`config.mk`:
```
export PLATFORM = sky130hd
export DESIGN_NAME = rf_write_arbiter
export DESIGN_NICKNAME = d
export VERILOG_FILES = /design/src/rtl/rf_write_arbiter_pkg.sv /design/src/rtl/rf_write_arbiter_rr_picker.sv /design/src/rtl/rf_write_arbiter.sv
export SDC_FILE = /design/constraint.sdc
export NUM_CORES = 1
export LEC_CHECK = 0
export ABC_AREA = 1
export BUFFER_PORTS_ARGS = -buffer_cell sky130_fd_sc_hd__buf_4
export CORE_UTILIZATION = 55
export CTS_CLUSTER_DIAMETER = 100
export DETAILED_ROUTE_END_ITERATION = 12
export PLACE_DENSITY_LB_ADDON = 0.08
export SYNTH_ARGS = -nofsm -noshare
export SYNTH_HDL_FRONTEND = slang
export SYNTH_SLANG_ARGS = --single-unit
```
`constraint.sdc`:
```
create_clock -name clk -period 6.25 [get_ports clk]
set_clock_uncertainty 0.15 [all_clocks]
set_input_delay 0.625 -clock clk [delete_from_list [all_inputs] [get_ports clk]]
set_output_delay 0.625 -clock clk [all_outputs]
set_load 0.1 [all_outputs]
```
`src/rtl/rf_write_arbiter_pkg.sv`:
```
// Shared definitions for the register-file write arbiter.
//   - Default widths for requester count, register address and write data.
//   - hold_entry_t: one buffered write request (valid, addr, data).
//   - id_width(): width of a requester index, never less than one bit.
package rf_write_arbiter_pkg;

    localparam int unsigned NUM_REQ_DEF = 3;
    localparam int unsigned ADDR_W_DEF  = 5;
    localparam int unsigned DATA_W_DEF  = 32;

    // Field widths follow the package defaults; instances that widen ADDR_W or
    // DATA_W beyond these need the defaults raised here as well.
    typedef struct packed {
        logic                  valid;
        logic [ADDR_W_DEF-1:0] addr;
        logic [DATA_W_DEF-1:0] data;
    } hold_entry_t;

    function automatic int unsigned id_width(input int unsigned n);
        return (n > 1) ? $clog2(n) : 1;
    endfunction

endpackage

```
`src/rtl/rf_write_arbiter_rr_picker.sv`:
```
// Round-robin picker: combinational search of a valid vector starting at ptr.
// Ports:
//   valid      - per-requester candidate flags
//   ptr        - index where the search starts (must be < NUM_REQ)
//   grant      - one-hot grant, all zero when nothing is valid
//   grant_idx  - index of the granted requester (0 when no grant)
//   any_grant  - high when some requester was granted
module rr_picker
    import rf_write_arbiter_pkg::*;
#(
    parameter  int unsigned NUM_REQ = NUM_REQ_DEF,
    localparam int unsigned ID_W    = id_width(NUM_REQ)
) (
    input  logic [NUM_REQ-1:0] valid,
    input  logic [ID_W-1:0]    ptr,
    output logic [NUM_REQ-1:0] grant,
    output logic [ID_W-1:0]    grant_idx,
    output logic               any_grant
);

    // One extra bit so ptr + offset never overflows before the wrap.
    localparam int unsigned SUM_W = ID_W + 1;

    logic [SUM_W-1:0] sum;
    logic [ID_W-1:0]  idx;

    always_comb begin
        grant     = '0;
        grant_idx = '0;
        any_grant = 1'b0;
        sum       = '0;
        idx       = '0;
        for (int unsigned k = 0; k < NUM_REQ; k++) begin
            sum = {1'b0, ptr} + SUM_W'(k);
            if (sum >= SUM_W'(NUM_REQ)) begin
                sum = sum - SUM_W'(NUM_REQ);
            end
            idx = sum[ID_W-1:0];
            if (!any_grant && valid[idx]) begin
                any_grant  = 1'b1;
                grant[idx] = 1'b1;
                grant_idx  = idx;
            end
        end
    end

endmodule

```
`src/rtl/rf_write_arbiter.sv`:
```
// Register-file write arbiter.
// Each requester owns a one-entry holding register; valid entries are picked
// round-robin, one per cycle, and the winner is registered onto the write port.
// Ports:
//   clk, rst   - clock, asynchronous active-high reset
//   flush      - synchronous discard of all buffered requests
//   req_valid  - per-requester write request
//   req_ready  - per-requester accept indication
//   req_addr   - packed per-requester destination register (requester i at i*ADDR_W)
//   req_data   - packed per-requester write data (requester i at i*DATA_W)
//   rf_we      - register file write enable (registered)
//   rf_waddr   - register file write address (registered)
//   rf_wdata   - register file write data (registered)
//   grant_id   - requester index of the current write (registered)
module rf_write_arbiter
    import rf_write_arbiter_pkg::*;
#(
    parameter  int unsigned NUM_REQ = NUM_REQ_DEF,
    parameter  int unsigned ADDR_W  = ADDR_W_DEF,
    parameter  int unsigned DATA_W  = DATA_W_DEF,
    localparam int unsigned ID_W    = id_width(NUM_REQ)
) (
    input  logic                      clk,
    input  logic                      rst,
    input  logic                      flush,
    input  logic [NUM_REQ-1:0]        req_valid,
    output logic [NUM_REQ-1:0]        req_ready,
    input  logic [NUM_REQ*ADDR_W-1:0] req_addr,
    input  logic [NUM_REQ*DATA_W-1:0] req_data,
    output logic                      rf_we,
    output logic [ADDR_W-1:0]         rf_waddr,
    output logic [DATA_W-1:0]         rf_wdata,
    output logic [ID_W-1:0]           grant_id
);

    hold_entry_t hold_q [NUM_REQ];
    hold_entry_t hold_d [NUM_REQ];

    logic [NUM_REQ-1:0] hold_valid;
    logic [NUM_REQ-1:0] grant;
    logic [NUM_REQ-1:0] accept;
    logic [ID_W-1:0]    grant_idx;
    logic               any_grant;
    logic               issue;

    logic [ID_W-1:0]    ptr_q, ptr_d;

    logic               we_q, we_d;
    logic [ADDR_W-1:0]  waddr_q, waddr_d;
    logic [DATA_W-1:0]  wdata_q, wdata_d;
    logic [ID_W-1:0]    gid_q, gid_d;

    always_comb begin
        hold_valid = '0;
        for (int i = 0; i < NUM_REQ; i++) begin
            hold_valid[i] = hold_q[i].valid;
        end
    end

    rr_picker #(
        .NUM_REQ (NUM_REQ)
    ) u_picker (
        .valid     (hold_valid),
        .ptr       (ptr_q),
        .grant     (grant),
        .grant_idx (grant_idx),
        .any_grant (any_grant)
    );

    // A flush cycle still computes a grant, but nothing is issued from it.
    assign issue = any_grant && !flush;

    // An entry may be refilled in the same cycle it is granted.
    always_comb begin
        req_ready = '0;
        accept    = '0;
        for (int i = 0; i < NUM_REQ; i++) begin
            req_ready[i] = !rst && !flush && (!hold_valid[i] || grant[i]);
            accept[i]    = req_valid[i] && req_ready[i];
        end
    end

    always_comb begin
        for (int i = 0; i < NUM_REQ; i++) begin
            hold_d[i] = hold_q[i];
            if (flush) begin
                hold_d[i].valid = 1'b0;
            end else begin
                if (grant[i]) begin
                    hold_d[i].valid = 1'b0;
                end
                // Writes to x0 are accepted but never buffered.
                if (accept[i] && (req_addr[i*ADDR_W +: ADDR_W] != '0)) begin
                    hold_d[i].valid = 1'b1;
                    hold_d[i].addr  = ADDR_W_DEF'(req_addr[i*ADDR_W +: ADDR_W]);
                    hold_d[i].data  = DATA_W_DEF'(req_data[i*DATA_W +: DATA_W]);
                end
            end
        end
    end

    always_comb begin
        ptr_d = ptr_q;
        if (issue) begin
            ptr_d = (grant_idx == ID_W'(NUM_REQ - 1)) ? '0 : grant_idx + 1'b1;
        end
    end

    always_comb begin
        we_d    = 1'b0;
        waddr_d = waddr_q;
        wdata_d = wdata_q;
        gid_d   = gid_q;
        if (issue) begin
            we_d    = 1'b1;
            waddr_d = ADDR_W'(hold_q[grant_idx].addr);
            wdata_d = DATA_W'(hold_q[grant_idx].data);
            gid_d   = grant_idx;
        end
    end

    always_ff @(posedge clk or posedge rst) begin
        if (rst) begin
            for (int i = 0; i < NUM_REQ; i++) begin
                hold_q[i] <= '0;
            end
            ptr_q   <= '0;
            we_q    <= 1'b0;
            waddr_q <= '0;
            wdata_q <= '0;
            gid_q   <= '0;
        end else begin
            for (int i = 0; i < NUM_REQ; i++) begin
                hold_q[i] <= hold_d[i];
            end
            ptr_q   <= ptr_d;
            we_q    <= we_d;
            waddr_q <= waddr_d;
            wdata_q <= wdata_d;
            gid_q   <= gid_d;
        end
    end

    assign rf_we    = we_q;
    assign rf_waddr = waddr_q;
    assign rf_wdata = wdata_q;
    assign grant_id = gid_q;

endmodule
```
==> results_dict.tcl, run 1 <==
set metrics [dict create \
    routabilityCongestion 0.934 \
    net-switching-power_mw 2.45 \
    antenna_cells 0 \
    timing.max_slew.rel_slack_pct 21.9 \
    syn_to_final_growth_pct 22.0 \
    timing.critical_path.to_type "register" \
    drt_iter0_markers 592 \
    grt_setup_unrepaired "no" \
    critical_path.reg2reg.endpoint "rf_wdata[0]" \
    synthTopCellsByArea "dfrtp_1 (52%), nand2_1 (12%), o21ai_2 (6.5%), inv_1 (6.0%), a21oi_1 (3.8%)" \
    data_required_time_of_the_critical_path_ns 6.46 \
    initial_utilization_pct 56.5 \
    p_per_area_mw_per_mm2 545 \
    startpoint_type_of_the_worst_setup_path "register" \
    grt_max_degree 97 \
    final_cells 1193 \
    floorplan.die.width_um 119 \
    clk_tree_root_cell "clkbuf_16" \
    layout.nets 1126 \
    grt_use_total_pct 27.3 \
    synth.cell_area_mm2 0.00749 \
    vdd_drop_max_mv 0.253 \
    detailedRoute.firstPassIterationCount 6 \
    dp_hpwl_um 12300 \
    fin_crit_sh_pct 63.6 \
    worstHoldPathType "input port to async pin" \
    synthesis.instances 871 \
    setup_total_negative_slack_ns 0 \
    slew_of_the_pin_with_the_lowest_slew_margin_ns 1.17 \
    max_freq_mhz 251 \
    fp.dieH_um 119 \
    regToRegSetupSlack_ns 2.27 \
    dp_cells 1162 \
    layout-drive-gt1-share_pct 26.8 \
    seq_power_share_pct 31.0 \
    crit_path_frequent_cell "nand2_1" \
    dpl-instance-area_mm2 0.00856 \
    avgViaCountPerCell 5.11 \
    timing.max_cap.violations 0 \
    maximum_fanout_encountered_on_the_critical_timing_path 30 \
    reg2reg_depth 15 \
    num_io_pins 160 \
    synth.ff_latch_count 156 \
    antenna_violating_nets_post_route 0 \
    synth-warning-count 0 \
    yosys.area.top_type_share_pct 52.1 \
    critical_path.top_delay_family "simple AND/OR/NAND/NOR gates" \
    p_leak_nw 4.90 \
    syn-num-nets 992 \
    syn_area_per_cell_um2 8.60 \
    cts.path.max_buffers 2 \
    cellInternalPower_mw 2.52 \
    cts_made_buffers 17 \
    globalRoute.totalOverflow 0 \
    fp.dieArea_mm2 0.0141 \
    portBuffers 159 \
    timing_worst_setup_path_type "register to register" \
    finalSetupViolCount 0 \
    crit_path_top_delay_cell "nand2_1" \
    postCtsResizedCells 0 \
    cts_hold_repair.buffers 0 \
    cts_tree "yes" \
    swShare_pct 49.3 \
    layout_min_cycle_time_ns 3.98 \
    critical_path_arrival_ns 4.19 \
    final_design_area_no_fill_mm2 0.00914 \
    p_clk_share_pct 20.3 \
    power.combinational.fraction_pct 48.7 \
    postCtsSetupRepairBufs 0 \
    worst-path-buf-inv 4 \
    post_drt_wl_per_cell_um 15.1 \
    grt_antenna_before_repair 0 \
    num_vias 6099 \
    share_of_synthesized_area_occupied_by_flip_flops_and_latches_pct 52.1 \
    crit_chain "inv_1, ha_1, inv_2, nand2_1, nand3_1, nand2_2, nand3_1, nand2_1, inv_1, nand2_1, nor2_8, nand2_1, nand3_1, nand2_1, inv_1" \
    n_fill_cell 1119 \
    row_count 42 \
    timing.rr.start "ptr_q[0]" \
    clkLatencyLatePin_ns 0.42 \
    synth_top_area_cell "dfrtp_1" \
    whs_ns 0.240 \
    worst_path_largest_cell_delay_ns 0.97 \
    netlist-cell-type-count 30 \
    clk_pin_slew_worst_paths_ns 0.06 \
    cts_max_level 4 \
    cts.sink_count 156 \
    first_pass_grt_wire_length_um 29700 \
    remaining_drc_errors 0 \
    final-max-slew-violation-count 0 \
    fp.coreArea_mm2 0.0132 \
    final_hold_viol_count 0 \
    fin_util_pct 69.0 \
    result_of_the_run "completed" \
    drt-total-wl_um 18100 \
    first_global_vias 5687 \
]
-- worst max-delay path by stage --
stage | slack (ns) | from | end | depth (start not counted)
3_3_place_gp | 2.49 | ptr_q[0] | rf_wdata[0] | 15
2_1_floorplan | 1.27 | rst | grant_id[0] | 1
6_report | 2.27 | ptr_q[0] | rf_wdata[0] | 15
4_1_cts | 2.29 | ptr_q[0] | rf_wdata[0] | 15
5_1_grt | 1.95 | ptr_q[0] | rf_wdata[0] | 15
3_5_place_dp | 2.35 | ptr_q[0] | rf_wdata[0] | 15
-- kinds of logic after synthesis --
kind of cell               synth area share (%)
DFF                                        52.1
AOI/OAI and AO/OA                          15.8
adders and majority gates                 0.668
buffers and inverters                      11.6
and+or+nand+nor                            19.9
-- flip-flops by register name (all words and copies together) (netlist names) --
| register | flops |
|---|---|
| grant_id | 2 |
| rf_we | 1 |
| ptr_q | 2 |
| rf_wdata | 32 |
| rf_waddr | 5 |
| hold_q | 114 |
-- power groups by stage --
stage               combinational, mW  sequential [mW]  clock (mW)
detailed placement               2.40             1.55           0
finish                           2.42             1.54        1.01
CTS                              2.42             1.54        1.02
global placement                 2.37             1.55           0
floorplan                        1.05             2.39           0
global route                     2.60             1.57        1.07
-- stage by stage --
step	setup slack [ns]	total power [mW]
detailed placement	2.35	3.96
CTS	2.29	4.98
finish	2.27	4.98
global placement	2.49	3.92
global route	1.95	5.24
floorplan	1.27	3.44
-- metal layers --
| metal | GRT usage, % | share of wire, % | vias to the layer above |
|---|---|---|---|
| li1 | - | - | 3028 |
| met1 | 43.2 | 50 | 2845 |
| met2 | 36.8 | 42 | 210 |
| met3 | 7.09 | 6.7 | 16 |
| met4 | 6.49 | 1.1 | 0 |
| met5 | 0 | 0 | - |
-- cells in the final DEF, fill, tap and decap left out, drive strengths merged --
| master | count |
|---|---|
| bufinv | 2 |
| clkinvlp | 3 |
| nor2 | 32 |
| nand4 | 12 |
| dfrtp | 156 |
| buf | 164 |
| a21boi | 2 |
| and3 | 1 |
| o21ai | 120 |
| ha | 4 |
| and2 | 1 |
| nand3 | 56 |
| nand2 | 243 |
| nand3b | 3 |
| or2 | 1 |
| a21oi | 61 |
| clkbuf | 21 |
| clkinv | 4 |
| inv | 128 |
| o311ai | 3 |
-- final cells by class --
| type | instances | area, um^2 | area share (%) |
|---|---|---|---|
| inverters | 127 | 482 | 5.27 |
| clock inverters | 10 | 115 | 1.26 |
| well taps | 176 | 220 | 2.41 |
| repair buffers | 164 | 1230 | 13.5 |
| flip-flops and latches | 156 | 3900 | 42.7 |
| multi-input cells | 539 | 2730 | 29.8 |
| clock buffers | 21 | 460 | 5.04 |
-- synthesized netlist by cell type --
library cell,count
a21boi_0,2
a21oi_1,57
a21oi_2,3
a21oi_4,1
and2_1,1
and3_1,1
buf_1,1
buf_2,12
buf_4,7
buf_6,22
clkbuf_1,7
dfrtp_1,156
ha_1,4
inv_1,120
inv_2,7
nand2_1,237
nand2_2,5
nand2_4,1
nand3_1,55
nand3_2,1
nand3b_2,3
nand4_1,11
nand4_2,1
nor2_1,31
nor2_8,1
o21ai_0,24
o21ai_1,40
o21ai_2,56
o311ai_0,3
or2_0,1
(Power assumes the default switching activity.)
==> inputs of run 2 (changes only) <==
CORE_UTILIZATION = 50   (was 55)
clock period = 3.4 ns   (was 6.25 ns; I/O delays follow)
==> run 2 against run 1 <==
Compared with the run above:
- count of clock-buffer cells in the layout up 3
- utilization down 4.0 points
- flip-flop and latch count unchanged
- critical path depth down 3
- first-iteration DRC count down 18%
- largest cell class unchanged
- sequential share of layout area down 1.5 points
- cell area up 3.8%
- highest routed layer unchanged
- global-route usage down 1.7 points
==> results_dict.tcl, run 2 (same netlist as run 1, synthesis figures left out) <==
set metrics [dict create \
    result_of_the_run "completed" \
    worstHoldPathType "input port to register" \
    grt_setup_unrepaired "no" \
    clkLatencyLatePin_ns 0.43 \
    syn_to_final_growth_pct 26.6 \
    post-layout-total-power_mw 9.13 \
    num_vias 6201 \
    cts_tree "yes" \
    final_cell_mix "nand2_1 (237), buf_4 (167), dfrtp_1 (156)" \
    n_fill_cell 1258 \
    maximum_fanout_encountered_on_the_critical_timing_path 7 \
    vdd_drop_max_mv 0.462 \
    globalRoute.totalOverflow 0 \
    post_drt_wl_per_cell_um 15.2 \
    cts_max_level 4 \
    setup_total_negative_slack_ns 0 \
    fp.coreArea_mm2 0.0146 \
    row_count 44 \
    remaining_drc_errors 0 \
    postCtsSetupRepairBufs 0 \
    avgViaCountPerCell 5.03 \
    drt-total-wl_um 18800 \
    max_freq_mhz 340 \
    fin_crit_sh_pct 86.4 \
    routabilityCongestion 0.816 \
    p_per_area_mw_per_mm2 963 \
    first_pass_grt_wire_length_um 30700 \
    floorplan.die.width_um 124 \
    portBuffers 159 \
    data_required_time_of_the_critical_path_ns 2.91 \
    timing.max_slew.rel_slack_pct 55.1 \
    timing.max_cap.violations 0 \
    final-max-slew-violation-count 0 \
    dp_hpwl_um 13100 \
    layout.nets 1159 \
    p_leak_nw 5.06 \
    first_global_vias 5891 \
    startpoint_type_of_the_worst_setup_path "register" \
    most_common_library_cell_in_the_layout_ignoring_fill_and_taps "nand2_1" \
    clk_tree_root_cell "clkbuf_16" \
    fp.dieH_um 124 \
    detailedRoute.firstPassIterationCount 7 \
    dpl-instance-area_mm2 0.00869 \
    layout-drive-gt1-share_pct 26.5 \
    num_io_pins 160 \
    timing.critical_path.to_type "output port" \
    finalSetupViolCount 0 \
    final_hold_viol_count 0 \
    slew_of_the_pin_with_the_lowest_slew_margin_ns 0.671 \
    antenna_violating_nets_post_route 0 \
    cts_made_buffers 17 \
    worst_slack_placed_ns 0.737 \
    final_design_area_no_fill_mm2 0.00948 \
    multi_input_area_mm2 0.00273 \
    grt_max_degree 76 \
    layout_min_cycle_time_ns 2.94 \
    critical_path_arrival_ns 2.45 \
    register_containing_the_most_flip_flops_in_the_final_layout "hold_q" \
    timing_worst_setup_path_type "register to output port" \
    drt_iter0_markers 486 \
    largest_reg_flops 114 \
    fp.dieArea_mm2 0.0155 \
    cts.sink_count 156 \
    clk_pin_slew_worst_paths_ns 0.06 \
    fin_util_pct 65.0 \
    initial_utilization_pct 51.3 \
    cts.path.max_buffers 2 \
    postCtsResizedCells 0 \
    antenna_cells 0 \
    setup_ws_ns 0.463 \
    grt_antenna_before_repair 0 \
    grt_use_total_pct 25.5 \
    final-seq-area_mm2 0.00390 \
]
run 2: worst max-delay path, stage by stage, from the launching register on:
cell	delay, ns
dfrtp_1	0.37
inv_1	0.08
ha_1	0.43
inv_2	0.11
nand2_1	0.08
nand3_1	0.08
nand2_2	0.09
nand2_2	0.06
inv_2	0.08
nand2_1	0.07
nand4_2	0.16
and2_1	0.14
buf_4	0.28
run 2: worst paths after layout:
| check | startpoint | to | slack (ns) | cells past startpoint |
|---|---|---|---|---|
| worst max-delay path | ptr_q[0] | req_ready[2] | 0.46 | 12 |
| worst min-delay path | req_data[19] | hold_q[95] | 0.01 | 3 |
| worst max register to register | ptr_q[0] | hold_q[60] | 0.71 | 12 |
| worst min register to register | hold_q[27] | hold_q[27] | 0.33 | 2 |
| max in group asynchronous | rst | hold_q[88] | 1.95 | 4 |
| min in group asynchronous | rst | hold_q[70] | 0.41 | 3 |
run 2: cell type report:
type | count | share of cell area, %
tap | 184 | 2.43
clock buffer | 24 | 4.97
multi-input combinational | 539 | 28.8
inverter | 127 | 5.07
sequential | 156 | 41.2
clock inverter | 7 | 0.699
timing repair buffer | 197 | 16.9
run 2: repair_timing:
action / in CTS / in global routing
hold endpoints to repair: 48 / 0
hold buffers: 25 / 0
endpoints found under the setup margin: 0 / 0
run 2: power by group:
group	internal [mW]	total, mW	switching, mW
combinational	1.14	4.55	3.41
sequential	2.46	2.83	0.371
clock	1.04	1.76	0.723
run 2: stage by stage:
| stage | cells | hold slack [ns] |
|---|---|---|
| after floorplan | 871 | 0.282 |
| after global placement | 1178 | 0.309 |
| after detailed placement | 1178 | 0.308 |
| after CTS | 1234 | 0.0000271 |
| after global routing | 1234 | 0.00663 |
| final | 1234 | 0.0125 |
run 2: routing by layer:
metal,track usage (%),wire (um),vias to the layer above
met4,8.93,292,0
met2,35.0,8000,196
li1,-,-,3092
met1,39.7,9420,2892
met5,0,0,-
met3,5.11,1060,21
==> inputs of run 3 (changes only) <==
BUFFER_PORTS_ARGS = -buffer_cell sky130_fd_sc_hd__buf_2   (was -buffer_cell sky130_fd_sc_hd__buf_4)
CELL_PAD_IN_SITES_DETAIL_PLACEMENT = 1   (was unset)
CELL_PAD_IN_SITES_GLOBAL_PLACEMENT = 1   (was unset)
CORE_UTILIZATION = 37   (was 50)
==> run 3 against run 2 <==
Compared with the run above:
- setup slack got worse by 0.17 ns
- sequential power barely moved
- total power rose by 0.22%
- non-clock buffer count rose by 20
- flip-flop and latch count did not move
- global-route usage fell by 3.6 points
- sequential share of layout area rose by 0.30 points
- critical path type unchanged
- critical endpoint unchanged
==> results_dict.tcl, run 3 (same netlist as run 1, synthesis figures left out) <==
set metrics [dict create \
    crit_path_top_delay_cell "ha_1" \
    portBuffers 159 \
    final-seq-area_mm2 0.00390 \
    regToRegSetupSlack_ns 0.62 \
    drt_iter0_markers 312 \
    initial_utilization_pct 38.1 \
    crit_chain "inv_1, ha_1, inv_2, nand2_1, nand3_1, nand2_2, nand2_2, inv_2, nand2_1, nand4_2, and2_1, buf_2" \
    layout.nets 1179 \
    antenna_cells 0 \
    avgViaCountPerCell 4.70 \
    cts_tree "yes" \
    final_cell_mix "nand2_1 (237), buf_2 (159), dfrtp_1 (156)" \
    most_common_library_cell_in_the_layout_ignoring_fill_and_taps "nand2_1" \
    p_per_area_mw_per_mm2 972 \
    first_pass_grt_wire_length_um 34100 \
    finalSetupViolCount 0 \
    n_fill_cell 2392 \
    worst_slack_placed_ns 0.630 \
    crit_end "req_ready[2]" \
    use_met2_pct 31.5 \
    grt_use_total_pct 21.9 \
    clk_tree_root_cell "clkbuf_16" \
    fin_crit_sh_pct 91.4 \
    startpoint "ptr_q[0]" \
    register_containing_the_most_flip_flops_in_the_final_layout "hold_q" \
    cts.sink_count 156 \
    use_met1_pct 33.6 \
    cts_made_buffers 17 \
    worst_path_largest_cell_delay_ns 0.43 \
    post_drt_wl_per_cell_um 16.1 \
    critical_path.top_delay_family "buffers and inverters" \
    fp.dieArea_mm2 0.0208 \
    reg2reg_depth 11 \
    grt_use_met3_pct 3.68 \
    timing.critical_path.to_type "output port" \
    startpoint_type_of_the_worst_setup_path "register" \
    worst-path-buf-inv 4 \
    cts_max_level 4 \
    fp.dieH_um 144 \
    whs_ns 0.0146 \
    grt_antenna_before_repair 0 \
    maximum_fanout_encountered_on_the_critical_timing_path 7 \
    grt_max_degree 157 \
    setup_ws_ns 0.291 \
    largest_reg_flops 114 \
    max_freq_mhz 322 \
    final-max-slew-violation-count 0 \
    clk_pin_slew_worst_paths_ns 0.06 \
    drt-total-wl_um 21500 \
    row_count 51 \
    critical_path_arrival_ns 2.62 \
    detailedRoute.firstPassIterationCount 4 \
    vdd_drop_max_mv 0.382 \
    antenna_violating_nets_post_route 0 \
    num_vias 6276 \
    layout-drive-gt1-share_pct 26.5 \
    timing_worst_setup_path_type "register to output port" \
    globalRoute.totalOverflow 0 \
    multi_input_area_mm2 0.00273 \
    num_io_pins 160 \
    total_number_of_cells_along_the_worst_setup_path 12 \
    grt_setup_unrepaired "no" \
    postCtsSetupRepairBufs 0 \
    remaining_drc_errors 0 \
    final_hold_viol_count 0 \
    result_of_the_run "completed" \
    critical_path.reg2reg.endpoint "hold_q[109]" \
    timing.rr.start "ptr_q[0]" \
    fp.coreArea_mm2 0.0197 \
    cts_hold_repair.buffers 43 \
    layout_min_cycle_time_ns 3.11 \
    clkLatencyLatePin_ns 0.42 \
    syn_to_final_growth_pct 25.7 \
    slew_of_the_pin_with_the_lowest_slew_margin_ns 0.854 \
    p_leak_nw 5.01 \
    post-layout-total-power_mw 9.16 \
    cts.path.max_buffers 2 \
    floorplan.die.width_um 144 \
    postCtsResizedCells 0 \
    first_global_vias 6218 \
    setup_total_negative_slack_ns 0 \
    timing.max_cap.violations 0 \
    grt_busiest_layer "met1" \
    timing.max_slew.rel_slack_pct 43.0 \
    dp_hpwl_um 15000 \
    worstHoldPathType "input port to register" \
    data_required_time_of_the_critical_path_ns 2.91 \
    routabilityCongestion 0.840 \
]
-- run 3: changes by cell type in the layout (fill, tap and decap cells not counted) --
cell           change
clkinvlp_4         +3
buf_2            +159
clkbuf_1           -4
clkinv_2           -2
inv_6              +1
buf_4            -157
clkbuf_8           +2
dlygate4sd3_1     +18
-- run 3: cell type report --
cell class | instances | share of cell area, %
sequential | 156 | 41.5
multi-input combinational | 539 | 29.0
timing repair buffer | 217 | 14.9
clock buffer | 22 | 5.14
inverter | 127 | 5.10
tap | 265 | 3.52
clock inverter | 9 | 0.930
-- run 3: how the worst min path moves through the flow --
stage | startpoint | endpoint | slack, ns | cells past startpoint
final | req_data[50] | hold_q[56] | 0.01 | 3
after floorplan | flush | hold_q[113] | 0.28 | 1
after global routing | req_data[15] | hold_q[91] | 0.005 | 3
after CTS | req_data[84] | hold_q[20] | 0.0002 | 3
after global placement | hold_q[88] | hold_q[88] | 0.32 | 2
after detailed placement | hold_q[110] | hold_q[110] | 0.32 | 2
-- run 3: worst register-to-register path, stage by stage, from the launching register on --
cell and delay (ns):
dfrtp_1 0.38, inv_1 0.09, ha_1 0.40, inv_2 0.15, nand3_1 0.11, nand2_1 0.10
and3_1 0.19, nand2_1 0.07, nand2_1 0.10, nand3b_2 0.39, buf_4 0.38, o21ai_0 0.18
-- run 3: stage by stage --
step	util [%]	cells	instance area, um^2
floorplan	-	871	7490
global placement	42.8	1261	8410
detailed placement	42.8	1261	8410
CTS	47.9	1335	9420
global route	47.9	1335	9420
finish	47.9	1335	9420
-- run 3: report_power, final --
group | switching (mW) | internal (mW) | total (mW) | leakage [nW]
sequential | 0.353 | 2.45 | 2.81 | 1.94
combinational | 3.50 | 1.00 | 4.50 | 2.80
clock | 0.762 | 1.08 | 1.84 | 0.271
total | 4.62 | 4.54 | 9.16 | 5.01
-- run 3: layer usage --
layer,up-vias,share of wire (%)
li1,3124,-
met1,2994,52
met2,139,43
met3,19,4.3
met4,0,1.1
met5,-,0
